$ cat config.mk
export PLATFORM = sky130hd
export DESIGN_NAME = uart_tx
export DESIGN_NICKNAME = d
export VERILOG_FILES = /design/src/rtl/uart_pkg.sv /design/src/rtl/uart_bit_timer.sv /design/src/rtl/uart_tx.sv
export SDC_FILE = /design/constraint.sdc
export NUM_CORES = 1
export LEC_CHECK = 0
export CAP_MARGIN = 10
export CELL_PAD_IN_SITES_DETAIL_PLACEMENT = 0
export CELL_PAD_IN_SITES_GLOBAL_PLACEMENT = 2
export CORE_AREA = 2 2 57 59
export DETAILED_ROUTE_END_ITERATION = 8
export DIE_AREA = 0 0 59 61
export PLACE_DENSITY = 0.71
export SYNTH_ARGS = -nofsm -noshare
export SYNTH_HDL_FRONTEND = slang
export SYNTH_SLANG_ARGS = --single-unit
$ cat constraint.sdc
create_clock -name clk -period 2 [get_ports clk]
set_clock_uncertainty 0.1 [all_clocks]
set_input_delay 0.3 -clock clk [delete_from_list [all_inputs] [get_ports clk]]
set_output_delay 0.3 -clock clk [all_outputs]
set_load 0.02 [all_outputs]
$ cat src/rtl/uart_pkg.sv
// Shared UART definitions: frame constants and the transmitter state encoding.
// Used by both uart_tx and the matching receiver.
package uart_pkg;

    localparam int   UART_DATA_BITS   = 8;
    localparam logic UART_IDLE_LEVEL  = 1'b1;
    localparam logic UART_START_LEVEL = 1'b0;

    typedef enum logic [2:0] {
        IDLE,
        START,
        DATA,
        PARITY,
        STOP
    } uart_tx_state_t;

endpackage

$ cat src/rtl/uart_bit_timer.sv
// Bit-period counter: counts 0..CLKS_PER_BIT-1 and pulses bit_end on the last cycle.
// clear holds the count at zero; shared by the transmitter and receiver.
module uart_bit_timer #(
    parameter int CLKS_PER_BIT = 16
) (
    input  logic clk,
    input  logic rst,
    input  logic clear,
    output logic bit_end
);

    localparam int CNT_W = (CLKS_PER_BIT > 1) ? $clog2(CLKS_PER_BIT) : 1;
    localparam logic [CNT_W-1:0] LAST = CNT_W'(CLKS_PER_BIT - 1);

    logic [CNT_W-1:0] cnt_q;
    logic [CNT_W-1:0] cnt_d;

    assign bit_end = !clear && (cnt_q == LAST);

    always_comb begin
        cnt_d = cnt_q + CNT_W'(1);
        if (clear || bit_end) begin
            cnt_d = '0;
        end
    end

    always_ff @(posedge clk or negedge rst) begin
        if (!rst) begin
            cnt_q <= '0;
        end else begin
            cnt_q <= cnt_d;
        end
    end

endmodule

$ cat src/rtl/uart_tx.sv
// UART transmitter: start bit, 8 data bits LSB first, optional even parity, stop bit.
// Define UART_TX_PARITY_EN to include the parity bit (11 bit-time frames instead of 10).
module uart_tx
    import uart_pkg::*;
#(
    parameter int CLKS_PER_BIT = 16,
    parameter int DATA_BITS    = UART_DATA_BITS
) (
    input  logic                 clk,
    input  logic                 rst,
    input  logic                 tx_start,
    input  logic [DATA_BITS-1:0] tx_data,
    output logic                 tx,
    output logic                 busy,
    output logic                 done
);

    localparam logic [2:0] LAST_IDX = 3'(DATA_BITS - 1);

    uart_tx_state_t       state_q, state_d;
    logic [DATA_BITS-1:0] shift_q, shift_d;
    logic [2:0]           idx_q, idx_d;
    logic                 tx_q, tx_d;
    logic                 busy_q, busy_d;
    logic                 done_q, done_d;
    logic                 bit_end;
`ifdef UART_TX_PARITY_EN
    logic                 parity_q, parity_d;
`endif

    uart_bit_timer #(
        .CLKS_PER_BIT (CLKS_PER_BIT)
    ) u_bit_timer (
        .clk     (clk),
        .rst     (rst),
        .clear   (state_q == IDLE),
        .bit_end (bit_end)
    );

    always_ff @(posedge clk or negedge rst) begin
        if (!rst) begin
            state_q  <= IDLE;
            shift_q  <= '0;
            idx_q    <= '0;
            tx_q     <= UART_IDLE_LEVEL;
            busy_q   <= 1'b0;
            done_q   <= 1'b0;
`ifdef UART_TX_PARITY_EN
            parity_q <= 1'b0;
`endif
        end else begin
            state_q  <= state_d;
            shift_q  <= shift_d;
            idx_q    <= idx_d;
            tx_q     <= tx_d;
            busy_q   <= busy_d;
            done_q   <= done_d;
`ifdef UART_TX_PARITY_EN
            parity_q <= parity_d;
`endif
        end
    end

    always_comb begin
        state_d  = state_q;
        shift_d  = shift_q;
        idx_d    = idx_q;
`ifdef UART_TX_PARITY_EN
        parity_d = parity_q;
`endif
        case (state_q)
            IDLE: begin
                if (tx_start) begin
                    shift_d  = tx_data;
                    idx_d    = '0;
                    state_d  = START;
`ifdef UART_TX_PARITY_EN
                    parity_d = ^tx_data;
`endif
                end
            end
            START: begin
                if (bit_end) begin
                    idx_d   = '0;
                    state_d = DATA;
                end
            end
            DATA: begin
                if (bit_end) begin
                    shift_d = shift_q >> 1;
                    idx_d   = idx_q + 3'd1;
                    if (idx_q == LAST_IDX) begin
`ifdef UART_TX_PARITY_EN
                        state_d = PARITY;
`else
                        state_d = STOP;
`endif
                    end
                end
            end
`ifdef UART_TX_PARITY_EN
            PARITY: begin
                if (bit_end) begin
                    state_d = STOP;
                end
            end
`endif
            STOP: begin
                if (bit_end) begin
                    state_d = IDLE;
                end
            end
            default: state_d = IDLE;
        endcase
    end

    // Outputs are decoded from the next state so the registered line changes on the same edge as the state.
    always_comb begin
        tx_d   = UART_IDLE_LEVEL;
        busy_d = (state_d != IDLE);
        done_d = (state_q == STOP) && bit_end;
        case (state_d)
            START:   tx_d = UART_START_LEVEL;
            DATA:    tx_d = shift_d[0];
`ifdef UART_TX_PARITY_EN
            PARITY:  tx_d = parity_q;
`endif
            default: tx_d = UART_IDLE_LEVEL;
        endcase
    end

    assign tx   = tx_q;
    assign busy = busy_q;
    assign done = done_q;

endmodule

==> summary.txt <==
Outcome
  – Status: completed

GRT
  – Pin count of the biggest net entering global routing: 22
  – Total track usage: 12.0%
  – Grt ovf: 0
  – Vias in the first global route: between 700 and 800
  – Initial antenna violation count: 0
  – First-pass GRT wire length: about 3200 um

Detailed routing
  – Router iterations before antenna repair: 4
  – Drt via density: roughly 5.1
  – Routed WL per cell: roughly 13 um
  – Final ANT Viol Nets: 0
  – DRC viols: 0
  – DRT iter0 DRCs: 16
  – Drt total wl: ~1800 um
  – DR vias: between 600 and 700

Timing
  – Part of the cycle the worst path needs: around nine tenths
  – Upper clock frequency limit: between 500 and 600 MHz
  – RSZ-0062 raised after global routing: no
  – Final setup fails: 0
  – WHS: approximately 0.22 ns
  – Setup tns final: 0 ns
  – Worst-margin pin slew: between 0.4 and 0.5 ns
  – Final hold viol count: 0
  – Fin. max-slew vios: 0
  – Minimum clock period: 1.84 ns
  – Final Worst Setup Slack: ~0.16 ns
  – Slew headroom: 68.8%

Finish
  – Layout area overhead: 22.7%
  – Most common cell after layout, fill and taps aside: dfrtp_1
  – Layout cells sized above 1: around 13%
  – Most frequent cells in the layout: dfrtp_1, nand2_1, clkdlybuf4s50_1
  – Antenna cell count: 0
  – Nets: between 100 and 150
  – Non-Filler Instances: ~140

Synthesis
  – Syn Area/Cell: 11.1 sq um
  – Seq cells post-synth: 21
  – Register area share after synthesis: 55.2%
  – Post-Syn Instances: 86
  – Area of the mapped netlist: around 950 sq um
  – Synth Warn #: 0
  – Post-Syn Nets: 100
  – Count of cell types in the netlist: 32

Place
  – Routability cong.: between 0.7 and 0.8
  – HPWL Detailed: around 1300 um
  – Dpl cells: ~130
  – Pre-CTS WS: 0.117 ns
  – Port Buf Inserts: 13

Clocking
  – Clock Sinks: 21
  – Clk buf depth: 2
  – H-tree Lvls: 1
  – CTS tree: yes
  – Post-CTS setup buffer count: 0
  – PostCTS Resize Cnt: 0
  – Inserted Clock Buffers: 3
  – Cts hold-fix bufs: 0
  – CTS root buf: clkbuf_4
  – Worst-path clk slew: 0.12 ns
  – Clk Latency, worst-skew pair: 0.31 ns

Setup path
  – Setup CP Type: reg2out
  – Crit-path max FO: 1
  – Setup crit end kind: output pin
  – Required @ worst endpoint: about 1.6 ns
  – CP delay by family, top: buffers and inverters
  – CP max stage cell: clkdlybuf4s50_1
  – CP bufs+invs: 1
  – Startpoint types: flip-flop
  – Crit path arrival time: between 1 and 1.5 ns
  – Crit path cell chain: clkdlybuf4s50_1
  – Worst path depth: 1
  – Reg2Reg Depth: 5
  – CP max stage delay: about 0.59 ns

Die
  – Starting Density: roughly a third
  – I/O pin cnt: 14
  – Num rows: 20
  – Die X: around 59 um
  – DIE HEIGHT: approximately 61 um
  – Core ar.: 0.00295 sq mm
  – Die area: roughly 0.0036 sq mm

Pwr
  – Leakage power: around 0.54 nW
  – P per Cell Area: 1120 mW/mm^2
  – IR drop worst, VDD: ~0.00053 V
  – Power Total: roughly 1.3 mW

Flow run
  – Max cap viols: 0

Min path
  – Worst min path class: in2async
==> cell usage after synthesis <==
cell | count | share of area (%)
dfrtp_1 | 20 | 52
nand2_1 | 13 | 5.1
a22oi_1 | 6 | 4.7
buf_2 | 4 | 2.1
nor3_1 | 4 | 2.1
ha_1 | 3 | 3.9
nand2b_1 | 3 | 2.0
a21o_1 | 2 | 1.6
a22o_1 | 2 | 1.8
and2_1 | 2 | 1.3
inv_1 | 2 | 0.79
nand3_1 | 2 | 1.0
nand3b_1 | 2 | 1.6
nand4_1 | 2 | 1.3
nor2_1 | 2 | 0.79
a21oi_1 | 1 | 0.52
a21oi_2 | 1 | 0.92
a221o_1 | 1 | 1.0
a2bb2oi_1 | 1 | 0.92
and3_1 | 1 | 0.66
dfstp_2 | 1 | 2.8
mux2_2 | 1 | 1.2
nor3b_1 | 1 | 0.79
nor3b_2 | 1 | 1.3
nor4b_1 | 1 | 0.92
nor4b_2 | 1 | 1.6
o21a_1 | 1 | 0.79
o21ai_1 | 1 | 0.52
or2_1 | 1 | 0.66
or3b_1 | 1 | 0.92
xnor2_1 | 1 | 0.92
xor2_1 | 1 | 0.92
==> per-layer routing <==
layer,global-route usage (%),share of wire [%],vias up
met5,0,0,-
met4,2.92,1.2,0
met3,4.48,5.6,2
met2,19.7,48,18
met1,15.2,45,333
li1,-,-,340
==> layout make-up <==
type	count	area, sq um
fillers	303	1780
flip-flops and latches	21	527
multi-input cells	59	399
repair buffers	18	168
well taps	33	41.3
clock buffers	3	22.5
inverters	2	7.51
clock inverters	1	5.00
==> flip-flops by register name, summed over array words and instances, names as in the netlist <==
name / cells
busy: 1
done: 1
idx_q: 3
shift_q: 8
state_q: 3
tx: 1
u_bit_timer.cnt_q: 4
==> kinds of logic (layout without fill, tap and decap cells) <==
kind of cell,count (synthesis),count (layout),synth area share (%)
AOI/OAI and AO/OA,16,16,12.9
xor gates and xnor gates,2,2,1.84
adders and majority gates,3,3,3.94
buffers and inverters,6,24,2.89
DFF,21,21,55.2
muxes,1,1,1.18
and+or+nand+nor,37,37,22.0
==> final timing paths <==
kind	end	slack, ns	startpoint
worst max-delay path	tx	0.16	tx$_DFF_PN1_
worst min-delay path	shift_q[1]$_DFFE_PN0P_	0.22	rst
worst max register to register	tx$_DFF_PN1_	0.19	u_bit_timer.cnt_q[0]$_DFF_PN0_
worst min register to register	u_bit_timer.cnt_q[0]$_DFF_PN0_	0.38	u_bit_timer.cnt_q[0]$_DFF_PN0_
max in group asynchronous	tx$_DFF_PN1_	1.29	rst
min in group clk	u_bit_timer.cnt_q[0]$_DFF_PN0_	0.38	u_bit_timer.cnt_q[0]$_DFF_PN0_
==> power by group <==
group	leakage (nW)	total (mW)	internal [mW]	switching [mW]
Combinational	0.255	0.417	0.208	0.209
Sequential	0.264	0.686	0.575	0.111
Clock	0.0177	0.207	0.0747	0.133
==> metrics by stage <==
| stage | instance area, sq um | util, % |
|---|---|---|
| 5_1_grt | 1170 | 39.6 |
| 3_3_place_gp | 1140 | 38.7 |
| 4_1_cts | 1170 | 39.6 |
| 6_report | 1170 | 39.6 |
| 3_5_place_dp | 1140 | 38.7 |
| 2_1_floorplan | 953 | - |
Note: power is estimated with default switching activity, not from simulation.
